### src/rtl/fetcher_pkg.sv
// Shared types and sizing helpers for the instruction fetcher and its cache.
package fetcher_pkg;

    typedef enum logic [1:0] {
        IDLE      = 2'd0,
        LOOKUP    = 2'd1,
        MISS_WAIT = 2'd2,
        RESPOND   = 2'd3
    } fetcher_state_t;

    function automatic int index_bits(input int lines);
        return $clog2(lines);
    endfunction

    function automatic int tag_bits(input int addr_bits, input int lines);
        return addr_bits - $clog2(lines);
    endfunction

endpackage

### src/rtl/icache_array.sv
// Direct-mapped, one-instruction-per-line storage: combinational lookup,
// single fill port, and a flush that overrides a same-cycle fill.
module icache_array
    import fetcher_pkg::*;
#(
    parameter int ADDR_BITS = 8,
    parameter int DATA_BITS = 16,
    parameter int LINES     = 8
) (
    input  logic                 clk,
    input  logic                 reset,
    input  logic                 flush,
    input  logic [ADDR_BITS-1:0] rd_addr,
    output logic                 rd_hit,
    output logic [DATA_BITS-1:0] rd_data,
    input  logic                 wr_en,
    input  logic [ADDR_BITS-1:0] wr_addr,
    input  logic [DATA_BITS-1:0] wr_data
);

    localparam int IDX_W = index_bits(LINES);
    localparam int TAG_W = tag_bits(ADDR_BITS, LINES);

    logic [LINES-1:0]     valid_q;
    logic [LINES-1:0]     valid_d;
    logic [TAG_W-1:0]     tag_mem  [LINES];
    logic [DATA_BITS-1:0] data_mem [LINES];

    logic [IDX_W-1:0] rd_idx;
    logic [IDX_W-1:0] wr_idx;
    logic [TAG_W-1:0] rd_tag;
    logic [TAG_W-1:0] wr_tag;

    assign rd_idx = rd_addr[IDX_W-1:0];
    assign rd_tag = rd_addr[ADDR_BITS-1:IDX_W];
    assign wr_idx = wr_addr[IDX_W-1:0];
    assign wr_tag = wr_addr[ADDR_BITS-1:IDX_W];

    always_comb begin
        rd_hit  = valid_q[rd_idx] && (tag_mem[rd_idx] == rd_tag);
        rd_data = data_mem[rd_idx];
    end

    // A fill racing a flush still writes tag/data, but the line stays invalid.
    always_comb begin
        valid_d = valid_q;
        if (flush) begin
            valid_d = '0;
        end else if (wr_en) begin
            valid_d[wr_idx] = 1'b1;
        end
    end

    always_ff @(posedge clk) begin
        if (reset) begin
            valid_q <= '0;
        end else begin
            valid_q <= valid_d;
        end
    end

    always_ff @(posedge clk) begin
        if (wr_en) begin
            tag_mem[wr_idx]  <= wr_tag;
            data_mem[wr_idx] <= wr_data;
        end
    end

endmodule

### src/rtl/fetcher_icache.sv
// Instruction fetch stage with a direct-mapped icache in front of one program-memory
// controller port. Define FETCHER_STATS_EN to add saturating hit/miss counters.
module fetcher_icache
    import fetcher_pkg::*;
#(
    parameter int PROGRAM_MEM_ADDR_BITS = 8,
    parameter int PROGRAM_MEM_DATA_BITS = 16,
    parameter int CACHE_LINES           = 8
) (
    input  logic                             clk,
    input  logic                             reset,
    input  logic                             req_valid,
    input  logic [PROGRAM_MEM_ADDR_BITS-1:0] req_pc,
    output logic                             req_ready,
    output logic                             resp_valid,
    output logic [PROGRAM_MEM_DATA_BITS-1:0] resp_instruction,
    input  logic                             resp_ready,
    input  logic                             flush,
    output logic                             mem_read_valid,
    output logic [PROGRAM_MEM_ADDR_BITS-1:0] mem_read_address,
    input  logic                             mem_read_ready,
    input  logic [PROGRAM_MEM_DATA_BITS-1:0] mem_read_data
`ifdef FETCHER_STATS_EN
    ,
    output logic [15:0]                      hit_count,
    output logic [15:0]                      miss_count
`endif
);

    fetcher_state_t                   state_q, state_d;
    logic [PROGRAM_MEM_ADDR_BITS-1:0] pc_q, pc_d;
    logic                             resp_valid_q, resp_valid_d;
    logic [PROGRAM_MEM_DATA_BITS-1:0] resp_instr_q, resp_instr_d;
    logic                             mem_valid_q, mem_valid_d;
    logic [PROGRAM_MEM_ADDR_BITS-1:0] mem_addr_q, mem_addr_d;

    logic                             lk_hit;
    logic [PROGRAM_MEM_DATA_BITS-1:0] lk_data;
    logic                             fill_en;

    icache_array #(
        .ADDR_BITS (PROGRAM_MEM_ADDR_BITS),
        .DATA_BITS (PROGRAM_MEM_DATA_BITS),
        .LINES     (CACHE_LINES)
    ) u_array (
        .clk     (clk),
        .reset   (reset),
        .flush   (flush),
        .rd_addr (pc_q),
        .rd_hit  (lk_hit),
        .rd_data (lk_data),
        .wr_en   (fill_en),
        .wr_addr (pc_q),
        .wr_data (mem_read_data)
    );

    always_comb begin
        state_d      = state_q;
        pc_d         = pc_q;
        resp_valid_d = resp_valid_q;
        resp_instr_d = resp_instr_q;
        mem_valid_d  = mem_valid_q;
        mem_addr_d   = mem_addr_q;
        fill_en      = 1'b0;
        case (state_q)
            IDLE: begin
                if (req_valid) begin
                    pc_d    = req_pc;
                    state_d = LOOKUP;
                end
            end
            LOOKUP: begin
                if (lk_hit) begin
                    resp_instr_d = lk_data;
                    resp_valid_d = 1'b1;
                    state_d      = RESPOND;
                end else begin
                    mem_valid_d = 1'b1;
                    mem_addr_d  = pc_q;
                    state_d     = MISS_WAIT;
                end
            end
            // Valid stays up through the ready cycle so the controller sees valid && ready.
            MISS_WAIT: begin
                if (mem_read_ready) begin
                    mem_valid_d  = 1'b0;
                    fill_en      = 1'b1;
                    resp_instr_d = mem_read_data;
                    resp_valid_d = 1'b1;
                    state_d      = RESPOND;
                end
            end
            RESPOND: begin
                if (resp_ready) begin
                    resp_valid_d = 1'b0;
                    state_d      = IDLE;
                end
            end
            default: state_d = IDLE;
        endcase
    end

    always_ff @(posedge clk) begin
        if (reset) begin
            state_q      <= IDLE;
            resp_valid_q <= 1'b0;
            resp_instr_q <= '0;
            mem_valid_q  <= 1'b0;
            mem_addr_q   <= '0;
        end else begin
            state_q      <= state_d;
            resp_valid_q <= resp_valid_d;
            resp_instr_q <= resp_instr_d;
            mem_valid_q  <= mem_valid_d;
            mem_addr_q   <= mem_addr_d;
        end
    end

    always_ff @(posedge clk) begin
        pc_q <= pc_d;
    end

    assign req_ready        = (state_q == IDLE);
    assign resp_valid       = resp_valid_q;
    assign resp_instruction = resp_instr_q;
    assign mem_read_valid   = mem_valid_q;
    assign mem_read_address = mem_addr_q;

`ifdef FETCHER_STATS_EN
    function automatic logic [15:0] sat_inc(input logic [15:0] v);
        return (v == 16'hFFFF) ? v : v + 16'd1;
    endfunction

    logic [15:0] hit_q, hit_d;
    logic [15:0] miss_q, miss_d;

    always_comb begin
        hit_d  = hit_q;
        miss_d = miss_q;
        if (state_q == LOOKUP) begin
            if (lk_hit) begin
                hit_d = sat_inc(hit_q);
            end else begin
                miss_d = sat_inc(miss_q);
            end
        end
    end

    always_ff @(posedge clk) begin
        if (reset) begin
            hit_q  <= '0;
            miss_q <= '0;
        end else begin
            hit_q  <= hit_d;
            miss_q <= miss_d;
        end
    end

    assign hit_count  = hit_q;
    assign miss_count = miss_q;
`endif

endmodule

### config.mk
export PLATFORM = sky130hd
export DESIGN_NAME = fetcher_icache
export DESIGN_NICKNAME = d
export VERILOG_FILES = /design/src/rtl/fetcher_pkg.sv /design/src/rtl/icache_array.sv /design/src/rtl/fetcher_icache.sv
export SDC_FILE = /design/constraint.sdc
export NUM_CORES = 1
export LEC_CHECK = 0
export ABC_AREA = 1
export BUFFER_PORTS_ARGS = -buffer_cell sky130_fd_sc_hd__buf_2
export CORE_MARGIN = 8
export CORE_UTILIZATION = 25
export CTS_BUF_LIST = sky130_fd_sc_hd__clkbuf_16
export CTS_CLUSTER_DIAMETER = 100
export DETAILED_ROUTE_END_ITERATION = 8
export HOLD_SLACK_MARGIN = 0.05
export PLACE_DENSITY_LB_ADDON = 0.12
export SYNTH_ARGS = -nofsm -noshare
export SYNTH_HDL_FRONTEND = slang
export SYNTH_SLANG_ARGS = --single-unit
### constraint.sdc
create_clock -name clk -period 2.8 [get_ports clk]
set_input_delay 0.56 -clock clk [delete_from_list [all_inputs] [get_ports clk]]
set_output_delay 0.56 -clock clk [all_outputs]
set_load 0.05 [all_outputs]
# Yosys cells after proc, flatten, opt, wreduce, memory -nomap -nowiden
# Memories as Yosys holds them, arrays and structs flattened. A register that Yosys moved wholly into a read port is not among the register bits.
# Index checks and enable logic that the tools add are counted.
[op_classes]
n_lt_le_gt_ge = 2
eq_ne = 9
muxes = 25
bitwise = 2
reduce_logical = 12
[op_table]
columns = ["op", "n"]
rows = [
  ["$mux 16", 2],
  ["$pmux 16 s2", 1],
  ["$mux 1", 12],
  ["$ne 2x2->1 const B", 5],
  ["$reduce_and 3->1", 3],
  ["$or 8x8->8", 1],
  ["$pmux 2 s4", 1],
  ["$mux 2", 3],
  ["$mux 3", 2],
  ["$eq 5x5->1", 1],
  ["$eq 2x2->1 const B", 2],
  ["$lt 3x4->1 const B", 1],
  ["$reduce_and 2->1", 2],
  ["$reduce_and 4->1", 1],
  ["$bmux 1 s3", 1],
  ["$demux 1 s3", 1],
  ["$ge 3x1->1 const B", 1],
  ["$pmux 1 s3", 1],
  ["$reduce_bool 3->1", 1],
  ["$eq 2x1->1 const B", 1],
  ["$logic_and 1x1->1", 2],
  ["$logic_not 2->1", 1],
  ["$pmux 1 s2", 1],
  ["$reduce_bool 2->1", 1],
  ["other kinds (2)", 2],
]
[totals]
reg_bits = 44
ram_bits = 168
output_inout_bits = 27
memories = 2
[mem_list]
columns = ["name", "words", "word_bits", "rd", "rd_clocked_by_memory_dff", "write_ports", "line_no", "rtl"]
rows = [
  ["u_array.data_mem", 8, 16, 1, 1, 1, "icache_array.sv:27", "logic [DATA_BITS-1:0] data_mem [LINES];"],
  ["u_array.tag_mem", 8, 5, 1, 1, 1, "icache_array.sv:26", "logic [TAG_W-1:0] tag_mem [LINES];"],
]

# Depth between registers and ports, before layout
[logic_depth]
word_depth = 5
ltp_mapped = 16

# By module
# From an unflattened synthesis, not the netlist that was laid out.
[unflattened]
hier_cells = 840
hier_area_um2 = 8768.4
[by_module_without_submodules]
columns = ["mod", "n_inst", "cells_each", "area_per_inst_um2"]
rows = [
  ["icache_array", 1, 594, 7059.3],
  ["fetcher_icache", 1, 246, 1709.1],
]

# Worst setup path before layout
# No wires, ideal clock.
[synth_timing]
path_type = "reg2reg"
start = "reg state_q[0]"
end = "mem u_array.data_mem[2][0], enable pin"
setup_time_ns = 0.400
t_arrival_ns = 2.005
setup_slack_ns = 0.394
stages_incl_launch_ff = 8
path_cell_list = "dfxtp_1 > inv_1 > ha_1 > clkbuf_1 > nand2_1 > nor2_1 > inv_1 > nor2_1"
[synth_via]
elab_chain_cells = 4
[synth_rtl]
columns = ["item", "line_no", "rtl"]
rows = [
  ["start: declaration", "fetcher_icache.sv:30", "fetcher_state_t state_q, state_d;"],
  ["start signal: assignment", "fetcher_icache.sv:111", "state_q <= state_d;"],
  ["$eq 2x2->1", "fetcher_icache.sv:65", "case (state_q)"],
  ["$mux 1", "fetcher_icache.sv:65", ""],
  ["$mux 1", "icache_array.sv:63", "if (wr_en) begin"],
  ["$mux 1 (not written as such)", "icache_array.sv:65", "data_mem[wr_idx] <= wr_data;"],
  ["end: declaration", "icache_array.sv:27", ""],
]
# No other way between the ends.

==> impl_metrics.py <==
metrics = {
    "worst_setup_path": {
        "worstPathArrival_ns": 2.84,
        "cp-start-kind": "register",
        "crit_required_ns": 3.20,
        "cp-end-kind": "register",
        "crit_type": "register to register",
        "cp_cell_sequence": "buf_4 -> nand2_1 -> nand3_1 -> nand3_1 -> nand3b_1 -> nand2_1 -> nor2_2 -> nand3_2 -> nand2_4 -> nand2_1 -> nand2_1 -> a21oi_1",
        "crit_family": "simple AND/OR/NAND/NOR gates",
        "worst-path-buf-inv": 1,
        "slowest_stage": "buf_4",
        "crit_top_cell": "nand2_1",
        "slowest_delay_ns": 0.48,
        "cp_max_fo": 52,
        "reg2reg_setup_slack_ns": 0.36,
    },
    "synth": {
        "synthTopCellsByCount": "edfxtp_1, nand2_1, nor2_1, o21ai_0, inv_1",
        "synth-simple-area-share_pct": 15.18,
        "yosysUniqueCellTypes": 27,
        "synth-edff-count": 176,
        "yosys.cell_count.top_type": "edfxtp_1",
        "synthesis.nets": 820,
        "synth_seq_cells": 215,
        "synthCells": 786,
        "postSynthAreaPerCell_sq_um": 11.07,
        "ys.flop_type": "edfxtp_1",
        "yosysTopAreaCell": "edfxtp_1",
        "synth_area_sq_um": 8698,
        "yosysWarnings": 0,
        "yosys-top-cells-area": "edfxtp_1, dfxtp_1, nand2_1, nor2_1, o21ai_0",
        "synthArstFlopShare_pct": 0,
        "synth_compound_area_share_pct": 9.451,
        "netlist.area_leader.share_pct": 60.76,
        "synthAdderAreaFrac_pct": 0.5754,
        "synth_top_family_by_area": "simple AND/OR/NAND/NOR gates",
        "synthXorXnorAreaFrac_pct": 0,
        "synth_mux_area_share_pct": 0,
        "ys_seq_area_share_pct": 69.74,
    },
    "detailed_routing": {
        "wirelength_um": 24570,
        "num_vias": 5874,
        "drc": 0,
        "avgRoutedWirePerCell_um": 18.44,
        "drt-initial-drc-count": 291,
        "via_per_inst": 4.410,
        "drt-pass1-iter-count": 4,
        "drt.antenna.violating_nets": 0,
    },
    "clocking": {
        "cts_hold_buf": 0,
        "htreeDepth": 1,
        "cts_tree": "done",
        "cts_resized": 0,
        "clockBufferDepth": 3,
        "cts_setup_buffers": 0,
        "clk_latency_ns": 0.53,
        "cts-root-buf": "clkbuf_16",
        "cts_buffers": 26,
        "cts.clk_slew.worst_paths_ns": 0.06,
        "clock-sinks": 215,
    },
    "timing": {
        "finalHoldViolCount": 0,
        "fin_skew_ns": 0.007324,
        "tightest_slew_ns": 0.5889,
        "final.min_clock_period_ns": 2.444,
        "holdWs_ns": 0.2084,
        "slew-limit-headroom_pct": 60.69,
        "max_freq_mhz": 409.1,
        "finalSetupViolCount": 0,
        "fin_crit_sh_pct": 87.29,
        "rsz0062_at_grt": "no",
        "finalSetupTns_ns": 0,
        "drv_slew": 0,
    },
    "pwr": {
        "finalPower_mw": 10.56,
        "leakage_nw": 3.863,
        "powerDensity_nw_per_um2": 1016,
        "vdd_drop_max_uv": 518.7,
    },
    "final_layout": {
        "area_growth_pct": 19.52,
        "layout-drive-gt1-share_pct": 15.96,
        "n_antenna_cell": 0,
        "fin_nets": 892,
        "stdcell_count": 1332,
    },
    "floorplanning": {
        "die_h_um": 202.5,
        "initial_core_util_pct": 25.31,
        "die_w_um": 202.5,
        "io_pins": 57,
        "core_sq_um": 34370,
        "die_area_sq_um": 41020,
        "fp-row-count": 68,
    },
    "place": {
        "dp_hpwl_um": 15150,
        "io_buffer_count": 56,
        "dp_cells": 1285,
        "gp_congestion": 0.7196,
    },
    "outcome": {
        "status": "finished, final reports clean",
    },
    "global_route": {
        "grt_first_pass_wirelength_um": 37310,
        "track_usage_pct": 11.76,
        "grt_start_max_net_pins": 53,
        "grt_overflow": 0,
        "grt_pass1_vias": 5951,
        "grt_antenna_before_repair": 0,
    },
    "job": {
        "cap_viol_max_count": 0,
    },
    "worst_hold_path": {
        "hp-class": "input pin to register",
    },
}
[power by group]
part / switching (mW) / leakage [nW] / total, mW / internal [mW]
combinational: 2.55 / 1.54 / 3.52 / 0.964
clock: 1.31 / 0.414 / 3.09 / 1.77
sequential: 0.177 / 1.91 / 3.95 / 3.78
total: 4.04 / 3.86 / 10.6 / 6.52
[through the flow]
stage               instance area, sq um  worst slack (ns)  util [%]
floorplan                           8698            0.3944         -
global placement                    9612            0.3457     27.96
detailed placement                  9612            0.3332     27.96
CTS                                10400            0.3271     30.25
global route                       10400           0.07190     30.25
finish                             10400            0.3558     30.25
[logic make-up (layout without fill, tap and decap cells)]
| logic type | after synthesis | in the layout |
|---|---|---|
| AND/OR/NAND/NOR | 324 | 324 |
| flip-flops | 215 | 215 |
| AO/OA/AOI/OAI | 144 | 144 |
| buffers and inverters | 99 | 190 |
| adder cells (fa/ha/maj) | 4 | 4 |
[registers in the layout, summed over array words and instances, names as in the netlist, named ones only]
signal,count
resp_valid,1
u_array.data_mem,128
mem_read_address,8
pc_q,8
u_array.tag_mem,40
mem_read_valid,1
resp_instruction,16
state_q,2
u_array.valid_q,8
[worst paths after layout]
path	from	cells after the start	end
max	register	12	resp_instruction[4]
min	req_pc[5]	1	pc_q[5]
max reg2reg	register	12	resp_instruction[4]
min reg2reg	resp_instruction[9]	2	resp_instruction[9]
[final cells by class]
| class | instances | area [sq um] |
|---|---|---|
| Inverter | 56 | 212.7 |
| Sequential cell | 215 | 6067 |
| Clock buffer | 26 | 650.6 |
| Tap cell | 455 | 569.3 |
| Clock inverter | 21 | 133.9 |
| Fill cell | 3575 | 23980 |
| Multi-Input combinational cell | 472 | 2212 |
| Timing Repair Buffer | 87 | 550.5 |
[routing by layer]
metal	global-route usage [%]	part of all wire, %	wire (um)
met4	2.357	1.5	363
met3	2.024	3.6	894
met1	15.05	46	11340
met2	20.60	49	11970
met5	0	0	0
[cell usage in the layout, fill, tap and decap left out, drive strengths merged, types with 21 or more instances in the layout]
cell and count:
clkbuf 26, o21ai 85, dfxtp 39, nor2 133, edfxtp 176, nand3 52, a21oi 21, nand2 133
buf 87, inv 66, o221ai 21
(Power assumes the default switching activity.)
